**src/rtl/serdes_defs_pkg.sv**
```systemverilog
// Shared serial-link constants for the transmit and receive sides.
`timescale 1ns/1ps
package serdes_defs;
  localparam int         WIDTH_BYTE = 8;
  localparam int         CNT_W      = 3;
  localparam logic [7:0] IDLE_SYM   = 8'hBC;

  // Comma detection helper for the receiver side.
  function automatic logic is_comma(input logic [WIDTH_BYTE-1:0] sym);
    return (sym == IDLE_SYM);
  endfunction
endpackage

```
**src/rtl/contador_bits.sv**
```systemverilog
// Bit-position counter: resets to the last position so the first enabled edge is a word boundary.
`timescale 1ns/1ps
module contador_bits #(
  parameter int CNT_W = 3
) (
  input  logic             clk_i,
  input  logic             rst_ni,
  input  logic             enb_i,
  output logic [CNT_W-1:0] cnt_o,
  output logic             last_o
);

  localparam logic [CNT_W-1:0] CNT_LAST = {CNT_W{1'b1}};

  logic [CNT_W-1:0] cnt_q;
  logic [CNT_W-1:0] cnt_d;

  // Next count: advance on enable, wrapping to zero after the last bit.
  always_comb begin
    cnt_d = cnt_q;
    if (enb_i) begin
      if (cnt_q == CNT_LAST) begin
        cnt_d = {CNT_W{1'b0}};
      end else begin
        cnt_d = cnt_q + {{(CNT_W-1){1'b0}}, 1'b1};
      end
    end else begin
      cnt_d = cnt_q;
    end
  end

  // Counter register.
  always_ff @(posedge clk_i or negedge rst_ni) begin
    if (!rst_ni) begin
      cnt_q <= CNT_LAST;
    end else begin
      cnt_q <= cnt_d;
    end
  end

  assign cnt_o  = cnt_q;
  assign last_o = (cnt_q == CNT_LAST);

endmodule

```
**src/rtl/paralelo_serial.sv**
```systemverilog
// Parallel-to-serial transmitter: one byte per 8 enabled bit clocks, MSB first,
// with the idle symbol inserted whenever no byte is offered at a word boundary.
`timescale 1ns/1ps
module paralelo_serial #(
  parameter int               WIDTH    = serdes_defs::WIDTH_BYTE,
  parameter logic [WIDTH-1:0] IDLE_SYM = serdes_defs::IDLE_SYM
) (
  input  logic             clk,
  input  logic             rst,
  input  logic             enb,
  input  logic [WIDTH-1:0] data_in,
  input  logic             valid,
  output logic             ready,
  output logic             sout,
  output logic             frame,
  output logic             is_data
);

  localparam int CW = $clog2(WIDTH);

  logic [WIDTH-1:0] shift_q;
  logic [WIDTH-1:0] shift_d;
  logic             active_q;
  logic             active_d;
  logic             is_data_q;
  logic             is_data_d;
  logic [CW-1:0]    cnt_s;
  logic             last_s;

  contador_bits #(
    .CNT_W (CW)
  ) u_cnt (
    .clk_i  (clk),
    .rst_ni (rst),
    .enb_i  (enb),
    .cnt_o  (cnt_s),
    .last_o (last_s)
  );

  // Load a user byte or the idle symbol at the boundary, otherwise shift left.
  always_comb begin
    shift_d   = shift_q;
    active_d  = active_q;
    is_data_d = is_data_q;
    if (enb) begin
      if (last_s) begin
        active_d = 1'b1;
        if (valid) begin
          shift_d   = data_in;
          is_data_d = 1'b1;
        end else begin
          shift_d   = IDLE_SYM;
          is_data_d = 1'b0;
        end
      end else begin
        shift_d = {shift_q[WIDTH-2:0], 1'b0};
      end
    end else begin
      shift_d = shift_q;
    end
  end

  // Shift register and word flags.
  always_ff @(posedge clk or negedge rst) begin
    if (!rst) begin
      shift_q   <= {WIDTH{1'b0}};
      active_q  <= 1'b0;
      is_data_q <= 1'b0;
    end else begin
      shift_q   <= shift_d;
      active_q  <= active_d;
      is_data_q <= is_data_d;
    end
  end

  // rst gates ready so the counter's reset value never looks like a boundary.
  assign ready   = enb & last_s & rst;
  assign sout    = shift_q[WIDTH-1];
  assign frame   = active_q & (cnt_s == {CW{1'b0}});
  assign is_data = is_data_q;

endmodule

```
**config.mk**
```make
export PLATFORM = sky130hd
export DESIGN_NAME = paralelo_serial
export DESIGN_NICKNAME = d
export VERILOG_FILES = /design/src/rtl/serdes_defs_pkg.sv /design/src/rtl/contador_bits.sv /design/src/rtl/paralelo_serial.sv
export SDC_FILE = /design/constraint.sdc
export NUM_CORES = 1
export LEC_CHECK = 0
export ABC_AREA = 1
export CAP_MARGIN = 10
export CORE_ASPECT_RATIO = 0.9
export CORE_MARGIN = 4
export CORE_UTILIZATION = 40
export CTS_CLUSTER_DIAMETER = 100
export DETAILED_ROUTE_END_ITERATION = 6
export PLACE_DENSITY = 0.63
export REMOVE_ABC_BUFFERS = 1
export SLEW_MARGIN = 20
export SYNTH_ARGS = -nofsm -noshare
export SYNTH_HDL_FRONTEND = slang
export SYNTH_SLANG_ARGS = --single-unit
```
**constraint.sdc**
```tcl
create_clock -name clk -period 1.8 [get_ports clk]
set_input_delay 0.36 -clock clk [delete_from_list [all_inputs] [get_ports clk]]
set_output_delay 0.36 -clock clk [all_outputs]
set_load 0.1 [all_outputs]
```
-- Word level (Yosys, flattened, before mapping)
Cells that the tools add are included.
- flip-flop bits (word level): 13
- bits of input ports: 12
- output and inout bits: 4
- logic and storage cells: 15
- add/sub/neg operators: 1
- equality and inequality tests: 1
- muxes and demuxes: 4
- bitwise logic cells: 3
- reductions and logical operators: 2
- operators by type and width (cell ; number):
    8-bit 2-to-1 mux ; 2
    3-bit by 1-bit adder with 3-bit output, second input constant ; 1
    1-bit AND ; 3
    3-bit equality test, second input constant ; 1
    3-bit zero test ; 1
    3-bit 2-to-1 mux ; 1
    2-bit AND reduction ; 1
    1-bit 2-to-1 mux ; 1

-- Logic depth before layout (Yosys ltp)
- depth in word-level cells: 3
- depth in mapped cells: 7
- mapped depth without buffers: 6

-- By module
A second synthesis with hierarchy kept.
- cells, all modules: 93
- area, all modules: 668.1 µm²
- modules (own cells, without submodules) (module ; instances ; cells each ; area an instance (µm²) ; seq. area each (µm²)):
    paralelo_serial ; 1 ; 76 ; 518.0 ; 250.2
    contador_bits ; 1 ; 17 ; 150.1 ; 78.8

-- Worst setup path before layout
No wires, ideal clock.
- kind: flip-flop to output port
- start point: reg u_cnt.cnt_q[0], in the netlist u_cnt.cnt_o[0]
- end point: out ready
- arrival: 2222 ps
- required time: 1440 ps
- slack: -782 ps
- stages on the path, launching flop included: 5
- path buffers: 0
- path through: dfstp_2 > ha_1 > ha_1 > nand2_2 > nor2_1
- word-level cells in the longest chain between the ends: 3
- RTL lines (what ; line ; RTL):
    from (decl) ; contador_bits.sv:15 ; logic [CNT_W-1:0] cnt_q;
    from (signal assigned) ; contador_bits.sv:37 ; cnt_q <= cnt_d;
    3-bit equality test ; contador_bits.sv:42 ; assign last_o = (cnt_q == CNT_LAST);
    1-bit AND (2 in series) ; paralelo_serial.sv:77 ; assign ready = enb & last_s & rst;
    to (decl) ; paralelo_serial.sv:13 ; output logic ready,
Every way passes these cells.

-- Final worst setup path
Ends and elaborated chain as after synthesis.

==> results.txt <==
The critical path is of the reg -> out type. The placeable core region came out at ~0.0015 mm^2. Traced cell by cell, the critical path runs through ha_4, ha_4, nand2_4, nor2_4, buf_12. Hold repair after CTS inserted 0 buffers. The count of pins over their slew limit was 0. By instance count, the cell type seen most on the critical path is sky130_fd_sc_hd__ha_4. The number of rows created at floorplan came out at 13. The flow ran to the end, and the final reports show no timing, DRC or antenna violations. Leaving out fill and tap cells, the most frequent cell in the layout is sky130_fd_sc_hd__nand2_1. Of all nets on the critical path, the largest fanout is 2.

The wire length of the first global-routing pass is 2440 um. The detailed router placed around 600 vias in this run. The category of cells accounting for the largest share of critical-path delay is flip-flops. The number of endpoints with negative hold slack in the final report is 0.

Routed signal wires occupy layers up through met4. The via count of the first global-routing pass is roughly 540. Clock latency on the worst-skew pair, taken at its later pin, is about 260 ps. The number of H-tree levels came out at 1.

The number of clock buffers added by TritonCTS is 3. The number of violations of the max-capacitance limit came out at 0. The HPWL after detailed placement is about 1000 um. The total negative slack for setup checks is 0 ps. Clock tree synthesis selected as its root buffer the cell sky130_fd_sc_hd__clkbuf_4. Buffers placed on the I/O ports in this run total 15.

The utilization after layout came out at between 60% and 70%. After synthesis the cells add up to about 690 um^2. For this configuration, the core starts out at a cell density of 44.9%. The final critical path takes up 99.6% of the cycle. In the post-synthesis netlist, the biggest area contributors are sky130_fd_sc_hd__dfrtp_1 36%, sky130_fd_sc_hd__nand2_1 14%, sky130_fd_sc_hd__dfstp_2 11%.

The floorplan die height came out at 47.3 um. Wires add up to roughly 1400 um. From synthesis to final layout, the design area changed by 41.9%.

The count of pins on the block boundary came out at 16. The post-route met1 wirelength came out at approximately 660 um. On the worst path, the slowest cell contributes a delay of around 560 ps. Once detail routing completed, the nets flagged for antenna violations numbered 0.

The post-route minimum period came out at about 1800 ps. For this run, design rule violations remaining after detail routing come to 0. The number of filler instances in the final layout is 135. The pre-antenna-repair detailed-routing pass consisted of 4 iterations. The floorplan step defined a die boundary enclosing 0.00245 mm^2. The x dimension of the die is around 52 um. Counting along the longest clock path gives a buffer depth of 2. The peak clock frequency supported by timing came out at 558 MHz.

The library cells used most frequently in the layout, excluding fill and tap cells, are 26 x sky130_fd_sc_hd__nand2_1, 12 x sky130_fd_sc_hd__nand3_1, 11 x sky130_fd_sc_hd__clkdlybuf4s50_1. The average footprint of a synthesized cell came out at approximately 7.9 um^2. The leakage power total is between 0.0004 and 0.0005 uW. The number of instances in the synthesized netlist came out at 87. The fraction of synthesized cell area taken by the top area cell type came out at between 30% and 40%.

The slowest stage of the critical path is the sky130_fd_sc_hd__dfstp_2 cell. STA classifies the critical path startpoint as a flop. The total overflow reported by the global router came out at 0. After detailed routing, the average wire length per cell comes to ~11 um.

The count of cell types in the netlist is 16. Setup repair after global routing could not meet its margin everywhere. The first-iteration detailed-routing DRC count is 6. The number of warning messages in the yosys log came out at 0. The routed length on met2 came out at just over 600 um. The slew at the pin closest to its max-slew limit came out at ~330 ps. The final instance count without filler cells came out at about 130. The relative slew slack is 78.3%. The total global routing track utilization came out at between 10% and 20%.

The worst endpoint required time came out at between 1000 and 1500 ps. The worst hold path belongs to the class in -> async. The areal power density over the cells came out at 1400 mW/mm^2. Of all cell types, the one taking the most synthesized area is sky130_fd_sc_hd__dfrtp_1.

The synthesized flop and latch total came out at 13. The setup clock skew after layout came out at approximately 0.69 ps. On the final layout, the worst hold slack is about 440 ps. The final count of negative-setup-slack endpoints came out at 0. Measured in cells, the most critical reg-to-reg path has a length of 7. 0 antenna diodes ended up in the layout. The combined buffer and inverter count along the critical path came out at 1. The number of antenna violations at the first check in global routing is 0.

The global placer's final weighted congestion is ~0.73. The number of vias per cell after detailed routing came out at ~4.7. Entering global routing, the biggest net connects 15 pins. TritonCTS built the clock tree. The sequential-to-total area share from yosys stat came out at about 48%.

The clock-pin slew on the worst setup and hold paths came out at roughly 80 ps. The peak ir drop on the vdd network is around 1000 uV. The number of sinks on the clock net came out at 13. STA classifies the critical path endpoint as a primary output.

In this run the number of cells on the critical path is 5. Cells with a size suffix above 1 make up 24.3% of the layout. At the worst endpoint, the arrival time is 1430 ps. Detailed routing placed a total of 69 um of wire on met3. The placed instance count is ~120. The final layout contains 123 nets.
-- cell type report --
type	instances	area, um^2	area share [%]
repair buffers	20	228	23.4
clock buffers	4	26.3	2.70
multi-input cells	59	323	33.1
flip-flops and latches	13	329	33.8
well taps	22	27.5	2.82
inverters	11	41.3	4.24
-- report_power, final --
| group | switching, uW | leakage, uW | internal, uW |
|---|---|---|---|
| registers | 86.9 | 0.000163 | 419 |
| logic | 417 | 0.000304 | 269 |
| clock network | 89.6 | 0.0000150 | 85.6 |
-- what timing repair did --
action / CTS / global route
gates resized for setup: 7 / 0
pin swaps: 1 / 1
buffers inserted: 2 / 0
endpoints found under the setup margin: 1 / 2
-- metrics by stage --
stage               setup WS (ps)  area [um^2]  power [uW]
floorplan                    -997          656         909
detailed placement            108          896        1160
global route                -69.5          975        1470
finish                       6.60          975        1370
CTS                         -28.0          975        1380
global placement              140          896        1150
-- Yosys cell counts, drive strengths merged --
cell type and n:
nor2 12, inv 11, dfstp 3, nand4 2, nand3 12, buf 3
o21ai 2, ha 3, clkbuf 1, dfrtp 10, or2 1, nand2 27
-- kinds of logic (layout without fill, tap and decap cells) --
| family | Yosys count | count (layout) | synth area share, % |
|---|---|---|---|
| AOI/OAI and AO/OA | 2 | 2 | 1.46 |
| DFF | 13 | 13 | 47.9 |
| and+or+nand+nor | 54 | 54 | 34.6 |
| adders and majority gates | 3 | 3 | 5.47 |
| buffers and inverters | 15 | 35 | 10.6 |
-- worst paths after layout --
path / slack (ps) / to / from
setup reg to reg: 340 / shift_q[1] / u_cnt.cnt_o[0]
min in group clk: 490 / shift_q[3] / shift_q[3]
max in group asynchronous: 1120 / u_cnt.cnt_o[1] / rst
hold / removal: 440 / shift_q[6] / rst
hold reg to reg: 490 / shift_q[3] / shift_q[3]
setup / recovery: 7 / ready / u_cnt.cnt_o[0]
-- sequential cells by signal (all words and copies together) (netlist names) --
register,cells
u_cnt.cnt_o,3
shift_q,8
active_q,1
is_data,1
-- metal layers --
| metal | global-route usage (%) | vias to the layer above |
|---|---|---|
| met5 | 0 | - |
| met4 | 6.28 | 0 |
| met3 | 4.13 | 2 |
| met2 | 22.3 | 15 |
| met1 | 17.8 | 274 |
| li1 | - | 310 |
No activity file was read; power rests on OpenSTA's default activity.
